<file path="src/rtl/cpu_clk_ctrl_pkg.sv">
// Shared types and helpers for the CPU run-control / debug-display block.
package cpu_clk_ctrl_pkg;

  typedef enum logic [1:0] {
    MODE_HALT = 2'b00,
    MODE_RUN  = 2'b01,
    MODE_STEP = 2'b10,
    MODE_FAST = 2'b11
  } mode_e;

  // Number of LED pages needed to show the whole debug word.
  function automatic int num_pages(input int debug_width, input int led_width);
    return (debug_width + led_width - 1) / led_width;
  endfunction

  // Width of the page index; never narrower than one bit.
  function automatic int page_bits(input int pages);
    return (pages > 1) ? $clog2(pages) : 1;
  endfunction

endpackage

</file>
<file path="src/rtl/btn_debounce.sv">
// Button conditioner: 2-flop synchronizer, optional debounce filter
// (CPU_CLK_CTRL_DEBOUNCE_EN) and a registered one-cycle rising-edge pulse.
module btn_debounce #(
  parameter int DEBOUNCE_CYCLES = 270000
) (
  input  logic clk,
  input  logic rst,
  input  logic btn,
  output logic pulse
);

  logic sync1, sync2;
  logic level;
  logic level_q;

  if (DEBOUNCE_CYCLES < 1) begin : g_cfg_check
    $error("DEBOUNCE_CYCLES must be at least 1");
  end

  // Reset to the "pressed" level so a button held through reset produces
  // no edge until it has been released and pressed again.
  always_ff @(posedge clk or posedge rst) begin
    if (rst) begin
      sync1 <= 1'b1;
      sync2 <= 1'b1;
    end else begin
      sync1 <= btn;
      sync2 <= sync1;
    end
  end

`ifdef CPU_CLK_CTRL_DEBOUNCE_EN
  localparam int CW = $clog2(DEBOUNCE_CYCLES + 1);
  logic [CW-1:0] cnt;

  always_ff @(posedge clk or posedge rst) begin
    if (rst) begin
      level <= 1'b1;
      cnt   <= '0;
    end else if (sync2 == level) begin
      cnt <= '0;
    end else if (cnt == CW'(DEBOUNCE_CYCLES - 1)) begin
      level <= sync2;
      cnt   <= '0;
    end else begin
      cnt <= cnt + 1'b1;
    end
  end
`else
  assign level = sync2;
`endif

  always_ff @(posedge clk or posedge rst) begin
    if (rst) begin
      level_q <= 1'b1;
      pulse   <= 1'b0;
    end else begin
      level_q <= level;
      pulse   <= level & ~level_q;
    end
  end

endmodule

</file>
<file path="src/rtl/cpu_clk_ctrl.sv">
// CPU clock-enable generator (halt/run/step/fast), tick counter and paged
// LED debug display. Debounce build option: CPU_CLK_CTRL_DEBOUNCE_EN.
module cpu_clk_ctrl
  import cpu_clk_ctrl_pkg::*;
#(
  parameter int DIV_WIDTH       = 26,
  parameter int DEFAULT_DIV     = 27000000,
  parameter int DEBUG_WIDTH     = 32,
  parameter int LED_WIDTH       = 6,
  parameter int DEBOUNCE_CYCLES = 270000,
  localparam int NUM_PAGES      = num_pages(DEBUG_WIDTH, LED_WIDTH),
  localparam int PAGE_W         = page_bits(NUM_PAGES)
) (
  input  logic                   clk,
  input  logic                   rst,
  input  logic [1:0]             mode,
  input  logic                   div_load,
  input  logic [DIV_WIDTH-1:0]   div_value,
  input  logic                   step_btn,
  input  logic                   page_btn,
  input  logic [DEBUG_WIDTH-1:0] debug,
  output logic                   cpu_en,
  output logic [31:0]            tick_count,
  output logic [PAGE_W-1:0]      page,
  output logic [LED_WIDTH-1:0]   led
);

  localparam int PAD_W = NUM_PAGES * LED_WIDTH;

  mode_e                 mode_s;
  logic [DIV_WIDTH-1:0]  div_q, cnt_q, eff_div;
  logic                  terminal;
  logic                  step_pulse, page_pulse;
  logic                  en;
  logic [PAD_W-1:0]      padded;
  logic [LED_WIDTH-1:0]  slice;

  btn_debounce #(.DEBOUNCE_CYCLES(DEBOUNCE_CYCLES)) u_step_btn (
    .clk   (clk),
    .rst   (rst),
    .btn   (step_btn),
    .pulse (step_pulse)
  );

  btn_debounce #(.DEBOUNCE_CYCLES(DEBOUNCE_CYCLES)) u_page_btn (
    .clk   (clk),
    .rst   (rst),
    .btn   (page_btn),
    .pulse (page_pulse)
  );

  assign mode_s   = mode_e'(mode);
  assign eff_div  = (div_q == '0) ? DIV_WIDTH'(1) : div_q;
  assign terminal = (cnt_q >= eff_div - DIV_WIDTH'(1));

  // A divisor load on the terminal cycle restarts the period without a pulse.
  always_comb begin
    en = 1'b0;
    case (mode_s)
      MODE_RUN:  en = terminal & ~div_load;
      MODE_STEP: en = step_pulse;
      MODE_FAST: en = 1'b1;
      default:   en = 1'b0;
    endcase
  end

  assign cpu_en = en & ~rst;

  always_ff @(posedge clk or posedge rst) begin
    if (rst) begin
      div_q <= DIV_WIDTH'(DEFAULT_DIV);
      cnt_q <= '0;
    end else if (div_load) begin
      div_q <= div_value;
      cnt_q <= '0;
    end else begin
      case (mode_s)
        MODE_RUN:  cnt_q <= terminal ? '0 : cnt_q + 1'b1;
        MODE_STEP: cnt_q <= '0;
        MODE_FAST: cnt_q <= '0;
        default:   cnt_q <= cnt_q;
      endcase
    end
  end

  always_ff @(posedge clk or posedge rst) begin
    if (rst) tick_count <= '0;
    else if (en) tick_count <= tick_count + 32'd1;
  end

  // Bits beyond the debug word read as zero on the last page.
  always_comb begin
    padded = '0;
    padded[DEBUG_WIDTH-1:0] = debug;
  end

  always_comb begin
    slice = '0;
    for (int p = 0; p < NUM_PAGES; p++) begin
      if (page == PAGE_W'(p)) slice = padded[p*LED_WIDTH +: LED_WIDTH];
    end
  end

  always_ff @(posedge clk or posedge rst) begin
    if (rst) begin
      page <= '0;
      led  <= '1;
    end else begin
      led <= ~slice;
      if (page_pulse) page <= (page == PAGE_W'(NUM_PAGES - 1)) ? '0 : page + 1'b1;
    end
  end

endmodule

</file>
<file path="config.mk">
export PLATFORM = sky130hd
export DESIGN_NAME = cpu_clk_ctrl
export DESIGN_NICKNAME = d
export VERILOG_FILES = /design/src/rtl/cpu_clk_ctrl_pkg.sv /design/src/rtl/btn_debounce.sv /design/src/rtl/cpu_clk_ctrl.sv
export SDC_FILE = /design/constraint.sdc
export NUM_CORES = 1
export LEC_CHECK = 0
export CAP_MARGIN = 20
export CORE_ASPECT_RATIO = 2
export CORE_UTILIZATION = 57
export CTS_CLUSTER_SIZE = 16
export DETAILED_ROUTE_END_ITERATION = 12
export PLACE_DENSITY = 0.86
export SYNTH_ARGS = -nofsm -noshare
export SYNTH_HDL_FRONTEND = slang
export SYNTH_SLANG_ARGS = --single-unit
</file>
<file path="constraint.sdc">
create_clock -name clk -period 9.85 [get_ports clk]
set_clock_uncertainty 0.05 [all_clocks]
set_input_delay 1.4775 -clock clk [delete_from_list [all_inputs] [get_ports clk]]
set_output_delay 1.4775 -clock clk [all_outputs]
set_load 0.01 [all_outputs]
</file>
==> key figures, run 1 <==
Route
  • Total number of vias: 4891
  • Post-DRT Antenna Nets: 0
  • DRC: 0
  • Avg WL per Cell: 17.15 µm
  • Routed vias/inst: 5.928
  • DR iter-0 viols: 330
  • Final WL: 14.15 mm
  • DR pass1 iterations: 5

STA
  • Fin. Hold Viols: 0
  • Final WS setup: 2705 ps
  • Fmax: 0.1400 GHz
  • RSZ-0062 raised after global routing: no
  • Hold_ws: slightly above 300 ps
  • Final Max Tran Viols: 0
  • Tmin final: 7145 ps
  • Setup TNS: 0 ps
  • # setup viols final: 0
  • Slew @ Worst Pin: 1082 ps
  • Final Cycle Share: approximately 73%
  • Slew margin rel.: approximately 27%

Min path
  • Hold Crit Depth: 0
  • Hold/Removal Path Class: reg2reg

Worst setup path
  • CP Buf/Inv Count: 2
  • Critical Path, Cell by Cell: or4_1 > nor3_1 > and2_1 > nand3_1 > nor3_1 > nor2_1 > ha_1 > and3b_1 > nand3_2 > or4_4 > nor3_2 > xnor2_1 > ha_1 > nand2_1 > nor4_1 > nand3_1 > o2111ai_1 > nand2_1 > buf_4 > nor2_1 > clkdlybuf4s50_1
  • CP Depth: 21
  • Max incr delay on CP: around 600 ps
  • Crit-path slowest cell: or4_1
  • Reg2reg path depth: 20
  • CP endpoint kind: output port
  • Crit-path max FO: 32
  • CP startpoint kind: register
  • WP data required: around 8300 ps
  • Family with the most delay on the worst path: simple AND/OR/NAND/NOR gates
  • Crit path kind: reg2out
  • Arrival @ worst endpoint: 5620 ps

Floorplan
  • Initial Util: 58.99%
  • I/O pin cnt: between 100 and 150
  • Std cell rows: 51
  • Die width: 73.08 µm
  • Die height: 144.2 µm
  • Die area: 10530 µm²
  • Core Box Area: 9763 µm²

Placement
  • RD Place Congestion: 0.8486
  • DP Wirelength: roughly 10 mm
  • Worst slack at placement: 3238 ps
  • Post-Place Cell Area: 6948 µm²
  • Number of port buffers: 106

Cells and area
  • Filler cells: 694
  • Finished layout cell area: a little over 7000 µm²
  • Fraction of layout instances using a drive strength above 1: 11.54%
  • Syn-to-layout area delta: 25.59%
  • Area of the multi-input gates: around 3100 µm²
  • Final nets: 783
  • Register area: 2560 µm²
  • Inserted Diodes: 0

Clock network
  • Post-CTS Resized: 0
  • Clock buffer depth: 2
  • Clk sinks: ~100
  • TritonCTS Buffers: 9
  • Clk_lat worst skew: 350 ps
  • CTS tree: done
  • Post-CTS setup buffers: 0
  • Clock transition at path regs: 70 ps
  • Root buf cell: clkbuf_16
  • Hold Buf Count CTS: 0
  • # H-tree levels: 3

Synthesis
  • Synthesized flop and latch total: 101
  • Distinct cell type count after synthesis: 52
  • Simple-Gate Fraction of Synth Area: 21.38%
  • Synth Flop Type: dfrtp_1
  • Synth area leaders: dfrtp_1, dfstp_2, ha_1, xor2_1, mux2_2
  • Synthesized Nets: 680
  • Mux contribution to synthesized area: 6.126%
  • Largest family of logic cells by synthesized area: simple AND/OR/NAND/NOR gates
  • Synth Area in XOR/XNOR: 8.820%
  • Post-synth ARST share: 100.0%
  • Netlist area before placement: 5759 µm²
  • Seq/Total Area, Yosys: 44.45%
  • Synthesis warning total: 0
  • Mapped Cells: 585
  • Mapped Avg Cell Area: 9.845 µm²
  • Yosys top cell by area: dfrtp_1
  • Area share of the largest cell type after synthesis: 32.59%
  • EDFF count, synth: 0
  • Post-synthesis adder-cell area fraction: 6.517%
  • Synth Area in Compound Gates: between 10% and 20%

GRT
  • Initial antenna violation count: 0
  • Largest net degree at the start of global routing: 71
  • First-pass GRT wire length: about 23 mm
  • Gr ovfl total: 0
  • GR Util All Layers: 28.43%
  • Vias in the first global route: ~5k

Job
  • Max-capacitance violation count: 0

Power
  • Pwr dens: 168.0 nW/µm²
  • Maximum VDD drop: 145.9 µV
  • Pleak: between 0.003 and 0.004 µW

Run status
  • Status: finished, final reports clean
layout make-up:
cell class	count	share of cell area, %
clock buffers	10	3.166
clock inverters	6	0.7784
well taps	132	2.283
multi-input cells	450	42.48
repair buffers	109	14.98
flip-flops and latches	101	35.39
inverters	17	0.9168
synth_stat cells (all sizes together), types with 15 or more instances:
cell   count
nand4     16
xor2      36
dfstp     26
xnor2     22
nand3     21
nand2     58
nor4      19
a21oi     15
ha        30
o21ai     36
nor2      42
dfrtp     75
inv       17
nor3      34
mux2      26
cell usage in the layout (no fill, tap or decap), types with 3 or more instances in the layout:
cell type,netlist,layout
xnor2_1,22,22
xor2_1,36,36
nor2_1,42,42
a211oi_1,7,7
a22oi_1,6,6
a21oi_1,15,15
o21ai_0,34,34
nor4_1,17,17
clkdlybuf4s50_1,0,106
mux2_2,26,26
and3_1,8,8
buf_4,0,3
dfrtp_1,75,75
nand2_1,58,58
a21o_1,12,12
nor3b_1,5,5
o211ai_1,5,5
dfstp_2,26,26
clkbuf_16,0,9
a22o_1,5,5
nor2b_1,4,4
mux2i_1,6,6
and4_1,3,3
nand3_1,20,20
or3_1,7,7
nor3_1,32,31
nand4_1,16,16
inv_1,17,16
ha_1,30,30
and2_1,7,7
metrics by stage:
stage | utilization, % | total power [µW] | std cells
final | 74.09 | 1215 | 825
after global routing | 74.09 | 1276 | 825
after CTS | 74.09 | 1221 | 825
after detailed placement | 71.16 | 879.1 | 809
after global placement | 71.16 | 866.4 | 809
after floorplan | - | 723.9 | 585
path summary, 6_finish.rpt:
check                                      startpoint                          to  slack, ps
setup reg to reg                div_q[19]$_DFFE_PP1P_       cnt_q[21]$_DFFE_PP0P_       4090
hold / removal             u_step_btn.sync1$_DFF_PP1_  u_step_btn.level$_DFF_PP1_        310
hold reg to reg            u_step_btn.sync1$_DFF_PP1_  u_step_btn.level$_DFF_PP1_        310
setup / recovery                div_q[19]$_DFFE_PP1P_                      cpu_en       2700
max in group asynchronous                         rst       cnt_q[19]$_DFFE_PP0P_       7090
min in group asynchronous                         rst  tick_count[31]$_DFFE_PP0P_       1450
sequential cells by signal, indices dropped and copies added, names as in the netlist:
| register | count |
|---|---|
| u_step_btn.level | 1 |
| u_page_btn.sync1 | 1 |
| u_step_btn.pulse | 1 |
| div_q | 26 |
| cnt_q | 26 |
| u_step_btn.level_q | 1 |
| u_page_btn.level_q | 1 |
| tick_count | 32 |
| u_page_btn.level | 1 |
| led | 6 |
| u_page_btn.pulse | 1 |
| u_step_btn.sync1 | 1 |
| page | 3 |
power breakdown:
group          total (µW)  leakage (µW)  switching, µW  internal [µW]
Clock                 340      0.000137            163            177
Sequential            549       0.00122           68.3            481
Combinational         326       0.00166            151            175
Total                1220       0.00303            382            833
cell families after synthesis:
| group | count (synthesis) |
|---|---|
| AO/OA/AOI/OAI | 95 |
| adder cells (fa/ha/maj) | 30 |
| XOR/XNOR | 58 |
| flip-flops | 101 |
| multiplexers | 32 |
| buffers and inverters | 34 |
| AND/OR/NAND/NOR | 235 |
metal layers:
layer,track usage (%),vias up,part of all wire [%]
met1,30.58,2386,38
met5,0,-,0
met3,4.111,44,3.3
li1,-,2321,-
met2,51.41,140,55
met4,16.51,0,4.3
Power figures use the tool's default switching activity.
==> run 2, diff against run 1 <==
--- a/config.mk
+++ b/config.mk
@@ -7,10 +7,10 @@
 export LEC_CHECK = 0
 export CAP_MARGIN = 20
 export CORE_ASPECT_RATIO = 2
-export CORE_UTILIZATION = 57
+export CORE_UTILIZATION = 48
 export CTS_CLUSTER_SIZE = 16
 export DETAILED_ROUTE_END_ITERATION = 12
-export PLACE_DENSITY = 0.86
+export PLACE_DENSITY = 0.77
 export SYNTH_ARGS = -nofsm -noshare
 export SYNTH_HDL_FRONTEND = slang
 export SYNTH_SLANG_ARGS = --single-unit
==> constraint.sdc (replaced) <==
create_clock -name clk -period 6.3 [get_ports clk]
set_clock_uncertainty 0.05 [all_clocks]
set_input_delay 0.945 -clock clk [delete_from_list [all_inputs] [get_ports clk]]
set_output_delay 0.945 -clock clk [all_outputs]
set_load 0.01 [all_outputs]
==> key figures, run 2 (synthesis gave the netlist of run 1 again) <==
Min path
  • Hold Crit Depth: 0 (unchanged)
  • Hold path endpoint: u_step_btn.level$_DFF_PP1_ (unchanged)
  • Hold/Removal Path Class: reg2reg (unchanged)
  • Startpoint of the worst hold path: u_step_btn.sync1$_DFF_PP1_ (unchanged)

Power
  • Sw frac: 31.94% (was 31.46%)
  • Seq pwr share: 44.6% (was 45.2%)
  • Pleak: 0.003041 µW (was 0.003027 µW)
  • Maximum VDD drop: 184.0 µV (was 145.9 µV)
  • P_sw: 613.0 µW (was 382.3 µW)
  • Pwr dens: 263.4 nW/µm² (was 168.0 nW/µm²)
  • Clock power share: 28.7% (was 28.0%)
  • Total design power: 1919 µW (was 1215 µW)
  • Combinational share of power: 26.7% (was 26.8%)
  • Int Pwr: 1306 µW (was 832.8 µW)

Floorplan
  • Die height: 156.9 µm (was 144.2 µm)
  • Die area: 12470 µm² (was 10530 µm²)
  • Core Box Area: 11700 µm² (was 9763 µm²)
  • Std cell rows: 56 (was 51)
  • I/O pin cnt: 107 (unchanged)
  • Die width: 79.46 µm (was 73.08 µm)
  • Initial Util: 49.22% (was 58.99%)

Cells and area
  • Syn-to-layout area delta: 26.53% (was 25.59%)
  • Final nets: 784 (was 783)
  • Fraction of layout instances using a drive strength above 1: 12.39% (was 11.54%)
  • Final instance count without filler cells: 839 (was 825)
  • Final core occ: 62.28% (was 74.09%)
  • Regs by FF count: tick_count x32, cnt_q x26, div_q x26 (unchanged)
  • Inserted Diodes: 0 (unchanged)
  • Most frequent cells in the layout: clkdlybuf4s50_1, dfrtp_1, nand2_1, nor2_1, xor2_1 (unchanged)
  • Most common cell after layout, fill and taps aside: clkdlybuf4s50_1 (unchanged)
  • Max reg flops: 32 (unchanged)
  • Largest register by flop count: tick_count (unchanged)

Route
  • DRC: 0 (unchanged)
  • DR pass1 iterations: 4 (was 5)
  • Total number of vias: 4840 (was 4891)
  • Routed vias/inst: 5.769 (was 5.928)
  • Post-DRT Antenna Nets: 0 (unchanged)
  • DR iter-0 viols: 382 (was 330)
  • Avg WL per Cell: 16.85 µm (was 17.15 µm)
  • Final WL: 14.14 mm (was 14.15 mm)

Run status
  • Status: finished, final reports clean (unchanged)

Worst setup path
  • Crit-path max FO: 6 (was 32)
  • Reg-to-reg startpoint: div_q[19]$_DFFE_PP1P_ (unchanged)
  • CP startpoint kind: register (unchanged)
  • Flop-to-flop setup slack: 960 ps (was 4090 ps)
  • Capturing point of the worst reg2reg path: cnt_q[5]$_DFFE_PP0P_ (was cnt_q[21]$_DFFE_PP0P_)
  • Crit path kind: reg2out (unchanged)
  • Max incr delay on CP: 600 ps (was 610 ps)
  • WP data required: 5300 ps (was 8320 ps)
  • Critical Path, Cell by Cell: or4_1 > nor3_2 > and2_1 > nand3_1 > nor3_2 > nor2_1 > ha_1 > and3b_2 > nand3_2 > or4_4 > nor4_4 > xnor2_1 > ha_1 > nand2_1 > nor4_2 > nand3_1 > o2111ai_2 > nand2_1 > nor2_1 > clkdlybuf4s50_1 (was or4_1 > nor3_1 > and2_1 > nand3_1 > nor3_1 > nor2_1 > ha_1 > and3b_1 > nand3_2 > or4_4 > nor3_2 > xnor2_1 > ha_1 > nand2_1 > nor4_1 > nand3_1 > o2111ai_1 > nand2_1 > buf_4 > nor2_1 > clkdlybuf4s50_1)
  • Crit-path slowest cell: dfstp_2 (was or4_1)
  • Arrival @ worst endpoint: 4990 ps (was 5620 ps)
  • CP endpoint kind: output port (unchanged)
  • Reg2reg path depth: 21 (was 20)

Placement
  • RD Place Congestion: 0.8118 (was 0.8486)
  • Number of port buffers: 106 (unchanged)
  • Inst Count DP: 823 (was 809)
  • Worst slack at placement: 389.8 ps (was 3238 ps)
  • DP Wirelength: 10.72 mm (was 10.44 mm)

STA
  • Tmin final: 5984 ps
  • # setup viols final: 0 (unchanged)
  • Slew margin rel.: 27.67% (was 27.46%)
  • Final Cycle Share: 94.99%
  • Slew @ Worst Pin: 1079 ps (was 1082 ps)
  • Final Max Tran Viols: 0 (unchanged)
  • Final WS setup: 315.6 ps (was 2705 ps)
  • Fmax: 0.1671 GHz
  • Hold_ws: 308.4 ps (was 309.3 ps)
  • Fin. Hold Viols: 0 (unchanged)

GRT
  • GR Util All Layers: 23.82% (was 28.43%)
  • Initial antenna violation count: 0 (unchanged)
  • Gr ovfl total: 0 (unchanged)
  • Largest net degree at the start of global routing: 68 (was 71)
  • Vias in the first global route: 4859 (was 5037)
  • First-pass GRT wire length: 22.81 mm (was 23.04 mm)

Clock network
  • TritonCTS Buffers: 9 (unchanged)
  • Root buf cell: clkbuf_16 (unchanged)
  • # H-tree levels: 3 (unchanged)
  • CTS tree: done (unchanged)
  • Clk_lat worst skew: 350 ps (about the same)
  • Clock buffer depth: 2 (unchanged)
  • Clk sinks: 101 (unchanged)
  • Clock transition at path regs: 70 ps (about the same)

Job
  • Max-capacitance violation count: 0 (unchanged)
run 2: cell count changes in the layout (fill, tap and decap cells not counted), sizes merged:
cell	previous run	this run
buf	3	4
clkinv	2	1
clkinvlp	1	0
inv	20	22
run 2: cell type report:
| type | instances | area, µm² |
|---|---|---|
| clock buffers | 10 | 229.0 |
| clock inverters | 6 | 62.56 |
| fillers | 944 | 4414 |
| inverters | 17 | 66.31 |
| multi-input cells | 450 | 3097 |
| flip-flops and latches | 101 | 2560 |
| well taps | 145 | 181.4 |
| repair buffers | 110 | 1091 |
run 2: repair_timing:
action | in CTS | in global routing
endpoints found under the setup margin | 1 | 1
hold buffers | 0 | 0
gates resized for setup | 1 | 4
buffers inserted | 0 | 0
run 2: worst max-delay path: cells and delay by family, from the launching register on:
family	cells	cell delay (ps)
adder cells (fa/ha/maj)	2	510
AO/OA/AOI/OAI	1	250
flip-flops	1	600
XOR/XNOR	1	100
AND/OR/NAND/NOR	15	2610
buffers and inverters	1	540
run 2: routing by layer:
| metal | track usage (%) | wire length [µm] | vias to the layer above |
|---|---|---|---|
| met2 | 43.63 | 7812 | 146 |
| met4 | 13.42 | 650 | 0 |
| li1 | - | - | 2327 |
| met3 | 4.638 | 546 | 47 |
| met1 | 24.53 | 5133 | 2320 |
| met5 | 0 | 0 | - |
run 2: worst max-delay path by stage:
stage	slack [ps]	to	cells past startpoint	startpoint
after CTS	70	cpu_en	20	div_q[19]$_DFFE_PP1P_
after global routing	-7	cpu_en	20	div_q[19]$_DFFE_PP1P_
after floorplan	1200	cpu_en	21	div_q[19]$_DFFE_PP1P_
final	320	cpu_en	20	div_q[19]$_DFFE_PP1P_
after detailed placement	390	cpu_en	20	div_q[19]$_DFFE_PP1P_
after global placement	440	cpu_en	20	div_q[19]$_DFFE_PP1P_
run 2: stage by stage:
| stage | setup TNS (ps) | instance area (µm²) |
|---|---|---|
| finish | 0 | 7287 |
| global route | -7.470 | 7287 |
| CTS | 0 | 7269 |
| detailed placement | 0 | 6972 |
| global placement | 0 | 6972 |
| floorplan | 0 | 5759 |
run 2: power groups by stage:
| stage | Combinational (µW) | Clock [µW] | Sequential (µW) |
|---|---|---|---|
| floorplan | 270 | 0 | 862 |
| finish | 512 | 551 | 857 |
| global placement | 497 | 0 | 861 |
| global route | 564 | 588 | 872 |
| detailed placement | 514 | 0 | 865 |
| CTS | 516 | 560 | 856 |
